`src/rtl/cp0_pkg.sv`:
```
// Coprocessor 0 constants: register numbers, field positions, exception
// codes and helpers that pack the sparse SR/Cause fields into 32-bit words.
package cp0_pkg;

    localparam logic [4:0] CP0_SR       = 5'd12;
    localparam logic [4:0] CP0_CAUSE    = 5'd13;
    localparam logic [4:0] CP0_EPC      = 5'd14;
    localparam logic [4:0] CP0_PRID_NUM = 5'd15;

    localparam int SR_IE       = 0;
    localparam int SR_EXL      = 1;
    localparam int SR_IM_LO    = 10;
    localparam int SR_IM_HI    = 15;
    localparam int CAUSE_BD    = 31;
    localparam int CAUSE_IP_LO = 10;
    localparam int CAUSE_IP_HI = 15;
    localparam int CAUSE_EC_LO = 2;
    localparam int CAUSE_EC_HI = 6;

    localparam logic [4:0] EXC_INT  = 5'd0;
    localparam logic [4:0] EXC_ADEL = 5'd4;
    localparam logic [4:0] EXC_ADES = 5'd5;
    localparam logic [4:0] EXC_RI   = 5'd10;
    localparam logic [4:0] EXC_OV   = 5'd12;

    localparam logic [31:0] CP0_PRID    = 32'h2020_1216;
    localparam logic [31:0] CP0_HANDLER = 32'h0000_4180;

    function automatic logic [31:0] pack_sr(input logic [5:0] im,
                                            input logic exl, input logic ie);
        logic [31:0] w;
        w = '0;
        w[SR_IM_HI:SR_IM_LO] = im;
        w[SR_EXL]            = exl;
        w[SR_IE]             = ie;
        return w;
    endfunction

    function automatic logic [31:0] pack_cause(input logic bd, input logic [5:0] ip,
                                               input logic [4:0] ec);
        logic [31:0] w;
        w = '0;
        w[CAUSE_BD]                = bd;
        w[CAUSE_IP_HI:CAUSE_IP_LO] = ip;
        w[CAUSE_EC_HI:CAUSE_EC_LO] = ec;
        return w;
    endfunction

endpackage

```
`src/rtl/cp0_if.sv`:
```
// M-stage to CP0 bus: mfc0/mtc0 access, victim info, interrupt lines and
// the exception-entry/EPC results returned to the pipeline.
interface cp0_if;
    logic [4:0]  A1;
    logic [4:0]  A2;
    logic [31:0] DIn;
    logic        We;
    logic [31:0] PC;
    logic        BD;
    logic [4:0]  ExcCode;
    logic [5:0]  HWInt;
    logic        EXLClr;
    logic        IntExc;
    logic [31:0] DOut;
    logic [31:0] EPCOut;

    modport master (
        output A1, A2, DIn, We, PC, BD, ExcCode, HWInt, EXLClr,
        input  IntExc, DOut, EPCOut
    );

    modport slave (
        input  A1, A2, DIn, We, PC, BD, ExcCode, HWInt, EXLClr,
        output IntExc, DOut, EPCOut
    );
endinterface

```
`src/rtl/cp0.sv`:
```
// Coprocessor 0: SR/Cause/EPC/PRId, interrupt vs. exception arbitration and
// same-cycle exception-entry signalling to the pipeline.
module cp0
    import cp0_pkg::*;
(
    input  logic  clk,
    input  logic  reset,
    cp0_if.slave  bus
);

    logic [5:0]  r_im;
    logic        r_exl;
    logic        r_ie;
    logic        r_bd;
    logic [5:0]  r_ip;
    logic [4:0]  r_exccode;
    logic [31:0] r_epc;

    logic        w_int_req;
    logic        w_exc_req;
    logic        w_int_exc;
    logic [31:0] w_victim;
    logic        w_wr_sr;
    logic        w_wr_epc;

    // Reset gates requests explicitly; IE=0 alone would not mask exceptions.
    assign w_int_req = (|(bus.HWInt & r_im)) & r_ie & ~r_exl & ~reset;
    assign w_exc_req = (bus.ExcCode != EXC_INT) & ~r_exl & ~reset;
    assign w_int_exc = w_int_req | w_exc_req;
    assign bus.IntExc = w_int_exc;

    // A delay-slot victim restarts at its branch; PC=0 wraps by design.
    assign w_victim = (bus.BD ? (bus.PC - 32'd4) : bus.PC) & 32'hFFFF_FFFC;

    assign w_wr_sr  = bus.We & ~w_int_exc & (bus.A2 == CP0_SR);
    assign w_wr_epc = bus.We & ~w_int_exc & (bus.A2 == CP0_EPC);

    always_ff @(posedge clk) begin
        if (reset) begin
            r_im      <= '0;
            r_exl     <= 1'b0;
            r_ie      <= 1'b0;
            r_bd      <= 1'b0;
            r_ip      <= '0;
            r_exccode <= '0;
            r_epc     <= '0;
        end else begin
            r_ip <= bus.HWInt;
            if (w_int_exc) begin
                r_exl     <= 1'b1;
                r_bd      <= bus.BD;
                r_exccode <= w_int_req ? EXC_INT : bus.ExcCode;
                r_epc     <= w_victim;
            end else begin
                if (w_wr_sr) begin
                    r_im  <= bus.DIn[SR_IM_HI:SR_IM_LO];
                    r_exl <= bus.DIn[SR_EXL];
                    r_ie  <= bus.DIn[SR_IE];
                end
                if (w_wr_epc)
                    r_epc <= bus.DIn & 32'hFFFF_FFFC;
                // Placed after the SR write so eret wins the EXL bit.
                if (bus.EXLClr)
                    r_exl <= 1'b0;
            end
        end
    end

    always_comb begin
        bus.DOut = '0;
        case (bus.A1)
            CP0_SR:       bus.DOut = pack_sr(r_im, r_exl, r_ie);
            CP0_CAUSE:    bus.DOut = pack_cause(r_bd, r_ip, r_exccode);
            CP0_EPC:      bus.DOut = r_epc;
            CP0_PRID_NUM: bus.DOut = CP0_PRID;
            default:      bus.DOut = '0;
        endcase
    end

    assign bus.EPCOut = r_epc;

endmodule
```
`src/flat_wrapper.sv`:
```
// flat-port wrapper written by rule: the top's interface ports become plain ports
module cp0_flat import cp0_pkg::*;
  (clk, reset, bus_A1, bus_A2, bus_DIn, bus_We, bus_PC, bus_BD, bus_ExcCode, bus_HWInt, bus_EXLClr, bus_IntExc, bus_DOut, bus_EPCOut);
  cp0_if bus_i ();
  input  logic clk;
  input  logic reset;
  input wire logic [$bits(bus_i.A1)-1:0] bus_A1;
  input wire logic [$bits(bus_i.A2)-1:0] bus_A2;
  input wire logic [$bits(bus_i.DIn)-1:0] bus_DIn;
  input wire logic [$bits(bus_i.We)-1:0] bus_We;
  input wire logic [$bits(bus_i.PC)-1:0] bus_PC;
  input wire logic [$bits(bus_i.BD)-1:0] bus_BD;
  input wire logic [$bits(bus_i.ExcCode)-1:0] bus_ExcCode;
  input wire logic [$bits(bus_i.HWInt)-1:0] bus_HWInt;
  input wire logic [$bits(bus_i.EXLClr)-1:0] bus_EXLClr;
  output wire logic [$bits(bus_i.IntExc)-1:0] bus_IntExc;
  output wire logic [$bits(bus_i.DOut)-1:0] bus_DOut;
  output wire logic [$bits(bus_i.EPCOut)-1:0] bus_EPCOut;
  assign bus_i.A1 = bus_A1;
  assign bus_i.A2 = bus_A2;
  assign bus_i.DIn = bus_DIn;
  assign bus_i.We = bus_We;
  assign bus_i.PC = bus_PC;
  assign bus_i.BD = bus_BD;
  assign bus_i.ExcCode = bus_ExcCode;
  assign bus_i.HWInt = bus_HWInt;
  assign bus_i.EXLClr = bus_EXLClr;
  assign bus_IntExc = bus_i.IntExc;
  assign bus_DOut = bus_i.DOut;
  assign bus_EPCOut = bus_i.EPCOut;
  cp0 u_core (.clk(clk), .reset(reset), .bus(bus_i));
endmodule
```
`config.mk`:
```
export PLATFORM = sky130hd
export DESIGN_NAME = cp0_flat
export DESIGN_NICKNAME = d
export VERILOG_FILES = /design/src/rtl/cp0_pkg.sv /design/src/rtl/cp0_if.sv /design/src/rtl/cp0.sv /design/src/flat_wrapper.sv
export SDC_FILE = /design/constraint.sdc
export NUM_CORES = 1
export LEC_CHECK = 0
export CAP_MARGIN = 30
export CORE_ASPECT_RATIO = 1.75
export CORE_UTILIZATION = 37
export CTS_CLUSTER_SIZE = 12
export DETAILED_ROUTE_END_ITERATION = 8
export PLACE_DENSITY_LB_ADDON = 0.12
export SLEW_MARGIN = 25
export SYNTH_ARGS = -nofsm -noshare
export SYNTH_HDL_FRONTEND = slang
export SYNTH_SLANG_ARGS = --single-unit
```
`constraint.sdc`:
```
create_clock -name clk -period 2 [get_ports clk]
set_clock_uncertainty 0.05 [all_clocks]
set_input_delay 0.2 -clock clk [delete_from_list [all_inputs] [get_ports clk]]
set_output_delay 0.2 -clock clk [all_outputs]
set_load 0.02 [all_outputs]
```
==> impl_metrics.json, run 1 <==
{
  "cap_violations": 0,
  "synth_flop_cell": "dfxtp_1",
  "crit_type": "in2reg",
  "stdcell_area_mm2": 0.005796,
  "hold-path-cell-count": 4,
  "synth_cells": 384,
  "hold_end": "u_core.r_exccode[2]$_SDFFE_PP0P_",
  "reg2reg_from": "u_core.r_im[3]$_SDFFE_PP0P_",
  "yosys-top-cells-area": "dfxtp_1, mux2i_1, nor2_1",
  "start_kind": "input pin",
  "slew_headroom_pct": 64.39,
  "clock_latency_ns": 0.29,
  "arrival_ns": 2.10,
  "row_count": 44,
  "seq_area_frac_synth_pct": 31.24,
  "power_density_mw_per_mm2": 520.0,
  "antenna_left": 0,
  "grtUsageTotal_pct": 26.31,
  "dp_hpwl_um": 9563,
  "yosys_warnings": 0,
  "synth_edf_count": 0,
  "holdCritStartpoint": "bus_ExcCode[2]",
  "diodes": 0,
  "dp_slack_ns": -0.5762,
  "leakage_nw": 2.592,
  "core-area_mm2": 0.008368,
  "cts_sinks": 50,
  "grt_overflow": 0,
  "fin_util_pct": 69.26,
  "dr.pass1.iters": 4,
  "initial_utilization_pct": 38.29,
  "period_minus_slack_ns": 1.965,
  "cts.clk_slew.worst_paths_ns": 0.07,
  "grt_pass1_wl_um": 18010,
  "status": "finished clean",
  "r2r_cells": 7,
  "dieArea_mm2": 0.009051,
  "ios": 155,
  "tightest_slew_ns": 0.5342,
  "synthDistinctLibCells": 51,
  "dpl_cell_area_mm2": 0.005401,
  "r2r_slack_ns": 0.12,
  "post-route-period-util_pct": 98.23,
  "required_ns": 2.14,
  "netlist_area_mm2": 0.003204,
  "crit_fanout": 3,
  "cts_tree": "yes",
  "fmax_mhz": 509.0,
  "holdBufCountCts": 0,
  "cts-root-buf": "clkbuf_16",
  "wirelength_um": 11920,
  "clock_path_buffers": 2,
  "setup_viol": 0,
  "cts_buffers": 5,
  "port_buffers": 150,
  "avgViaCountPerCell": 5.025,
  "wl_per_cell_um": 16.58,
  "synth-seq-cells": 50,
  "ir_worst_vdd_uv": 342.3,
  "final_max_slew_viol_count": 0,
  "reg2reg_to": "u_core.bus.EPCOut[29]$_SDFFE_PP0P_",
  "grt_pass1_vias": 3643,
  "fin_ws_ns": 0.03542,
  "htree_levels": 2,
  "final_cell_mix": "clkdlybuf4s50_1, buf_4, nor2_1, dfxtp_1, mux2i_1",
  "avgSynthCellArea_um2": 8.345,
  "critPathCaptureType": "flip-flop",
  "finalWeightedCongestion": 0.8894,
  "syn_to_final_growth_pct": 80.87,
  "drtIter0Drc": 129,
  "synth_top_area_share_pct": 31.24,
  "grt_max_degree": 48,
  "hold_path.class": "in2reg",
  "report.final.hold_viol_count": 0,
  "drive_gt1_share_pct": 25.99,
  "nets": 694,
  "layout_commonest_cell": "clkdlybuf4s50_1",
  "vias": 3613,
  "antenna_found_initial": 0,
  "async_reset_ff_share_pct": 0,
  "synth_top_cell_by_area": "dfxtp_1",
  "crit_start": "bus_PC[9]",
  "die_h_um": 125.1,
  "route.detailed.drc": 0,
  "die_w_um": 72.35
}
[through the flow]
step / total power [W] / std cells / TNS (ns) / hold WS, ns
floorplan: 0.001495 / 385 / -0.03743 / 0.2527
global placement: 0.002009 / 704 / -23.31 / 0.3944
detailed placement: 0.002017 / 704 / -23.65 / 0.4004
CTS: 0.003003 / 716 / -0.07996 / 0.3432
global route: 0.003136 / 719 / -0.001648 / 0.2967
finish: 0.003014 / 719 / 0 / 0.2665
[power breakdown]
part / total (W) / leakage (nW) / internal (W) / switching (W)
sequential: 0.00114 / 0.412 / 0.00107 / 0.0000619
clock: 0.000993 / 0.0842 / 0.000593 / 0.000399
combinational: 0.000886 / 2.10 / 0.000482 / 0.000404
[worst max-delay path, stage by stage]
cell	delay, ns
dlygate4sd2_1	0.24
or4_4	0.54
or4_4	0.57
buf_4	0.17
nor4_4	0.13
xnor2_1	0.17
a21oi_2	0.07
[cell type report]
cell class,count,area [um^2]
fill,741,2572
timing repair buffer,239,2240
multi-input combinational,302,2223
sequential,50,1001
tap,115,143.9
clock buffer,5,125.1
clock inverter,3,43.79
inverter,5,18.77
[worst max path at each step]
| stage | endpoint | cells past startpoint |
|---|---|---|
| final | u_core.bus.EPCOut[20]$_SDFFE_PP0P_ | 7 |
| after detailed placement | u_core.bus.EPCOut[24]$_SDFFE_PP0P_ | 8 |
| after CTS | bus_IntExc | 6 |
| after global placement | u_core.bus.EPCOut[24]$_SDFFE_PP0P_ | 8 |
| after global routing | bus_DOut[14] | 7 |
| after floorplan | u_core.bus.EPCOut[24]$_SDFFE_PP0P_ | 7 |
[cell usage after synthesis, types with 2 or more instances]
cell type / instances
buf_1: 3
mux2i_1: 40
a21oi_1: 27
mux2_2: 3
a21oi_2: 2
or4_1: 5
nand3_1: 6
nand4_1: 2
nor2b_1: 13
o31ai_1: 2
nor2_1: 51
or4_4: 2
xor2_1: 18
nor4_1: 8
xnor2_1: 9
a22oi_1: 4
o31a_1: 2
nor3b_1: 2
nor4_2: 3
and2_1: 15
a21o_1: 12
nand2_1: 19
clkbuf_1: 15
or3_1: 6
buf_4: 3
dfxtp_1: 50
or2_2: 2
buf_2: 7
nor4_4: 2
a22o_1: 3
a211oi_1: 14
or4b_2: 2
nand3b_1: 3
inv_1: 5
nor3_1: 5
o21ai_0: 4
[metal layers]
metal | wire (um) | up-vias | track usage (%)
li1 | - | 1807 | -
met1 | 4174 | 1665 | 25.19
met2 | 6908 | 119 | 52.89
met3 | 462 | 22 | 2.981
met4 | 378 | 0 | 11.76
met5 | 0 | - | 0
[timing repair]
| item | CTS | global route |
|---|---|---|
| pin swaps | 11 | 12 |
| hold endpoints to repair | 0 | 0 |
| setup buffers | 4 | 3 |
| gates resized for setup | 104 | 36 |
| setup endpoints to repair | 67 | 44 |
[logic make-up (layout without fill, tap and decap cells)]
group           count (synthesis)  count (layout)  share of synthesized area (%)
simple gates                  153             153                          26.94
buf+inv                        33             252                          4.490
fa+ha+maj                       1               1                         0.3904
xor+xnor                       27              27                          7.380
other cells                     1               2                         0.1170
flops                          50              50                          31.24
compound gates                 76              76                          15.89
mux                            43              43                          13.55
[state kept, by name, indices dropped and copies added (netlist names)]
register           flops
u_core.r_exccode       5
u_core.r_exl           1
u_core.r_ie            1
u_core.r_im            6
u_core.r_ip            6
u_core.r_bd            1
u_core.bus.EPCOut     30
Note: power is estimated with default switching activity, not from simulation.
==> run 2, diff against run 1 <==
--- a/config.mk
+++ b/config.mk
@@ -11,7 +11,7 @@
 export CTS_CLUSTER_SIZE = 12
 export DETAILED_ROUTE_END_ITERATION = 8
 export PLACE_DENSITY_LB_ADDON = 0.12
-export SLEW_MARGIN = 25
+export SLEW_MARGIN = 20
 export SYNTH_ARGS = -nofsm -noshare
 export SYNTH_HDL_FRONTEND = slang
 export SYNTH_SLANG_ARGS = --single-unit
==> results of run 2 <==
The final DEF is identical to that of run 1; final timing and power are the same.
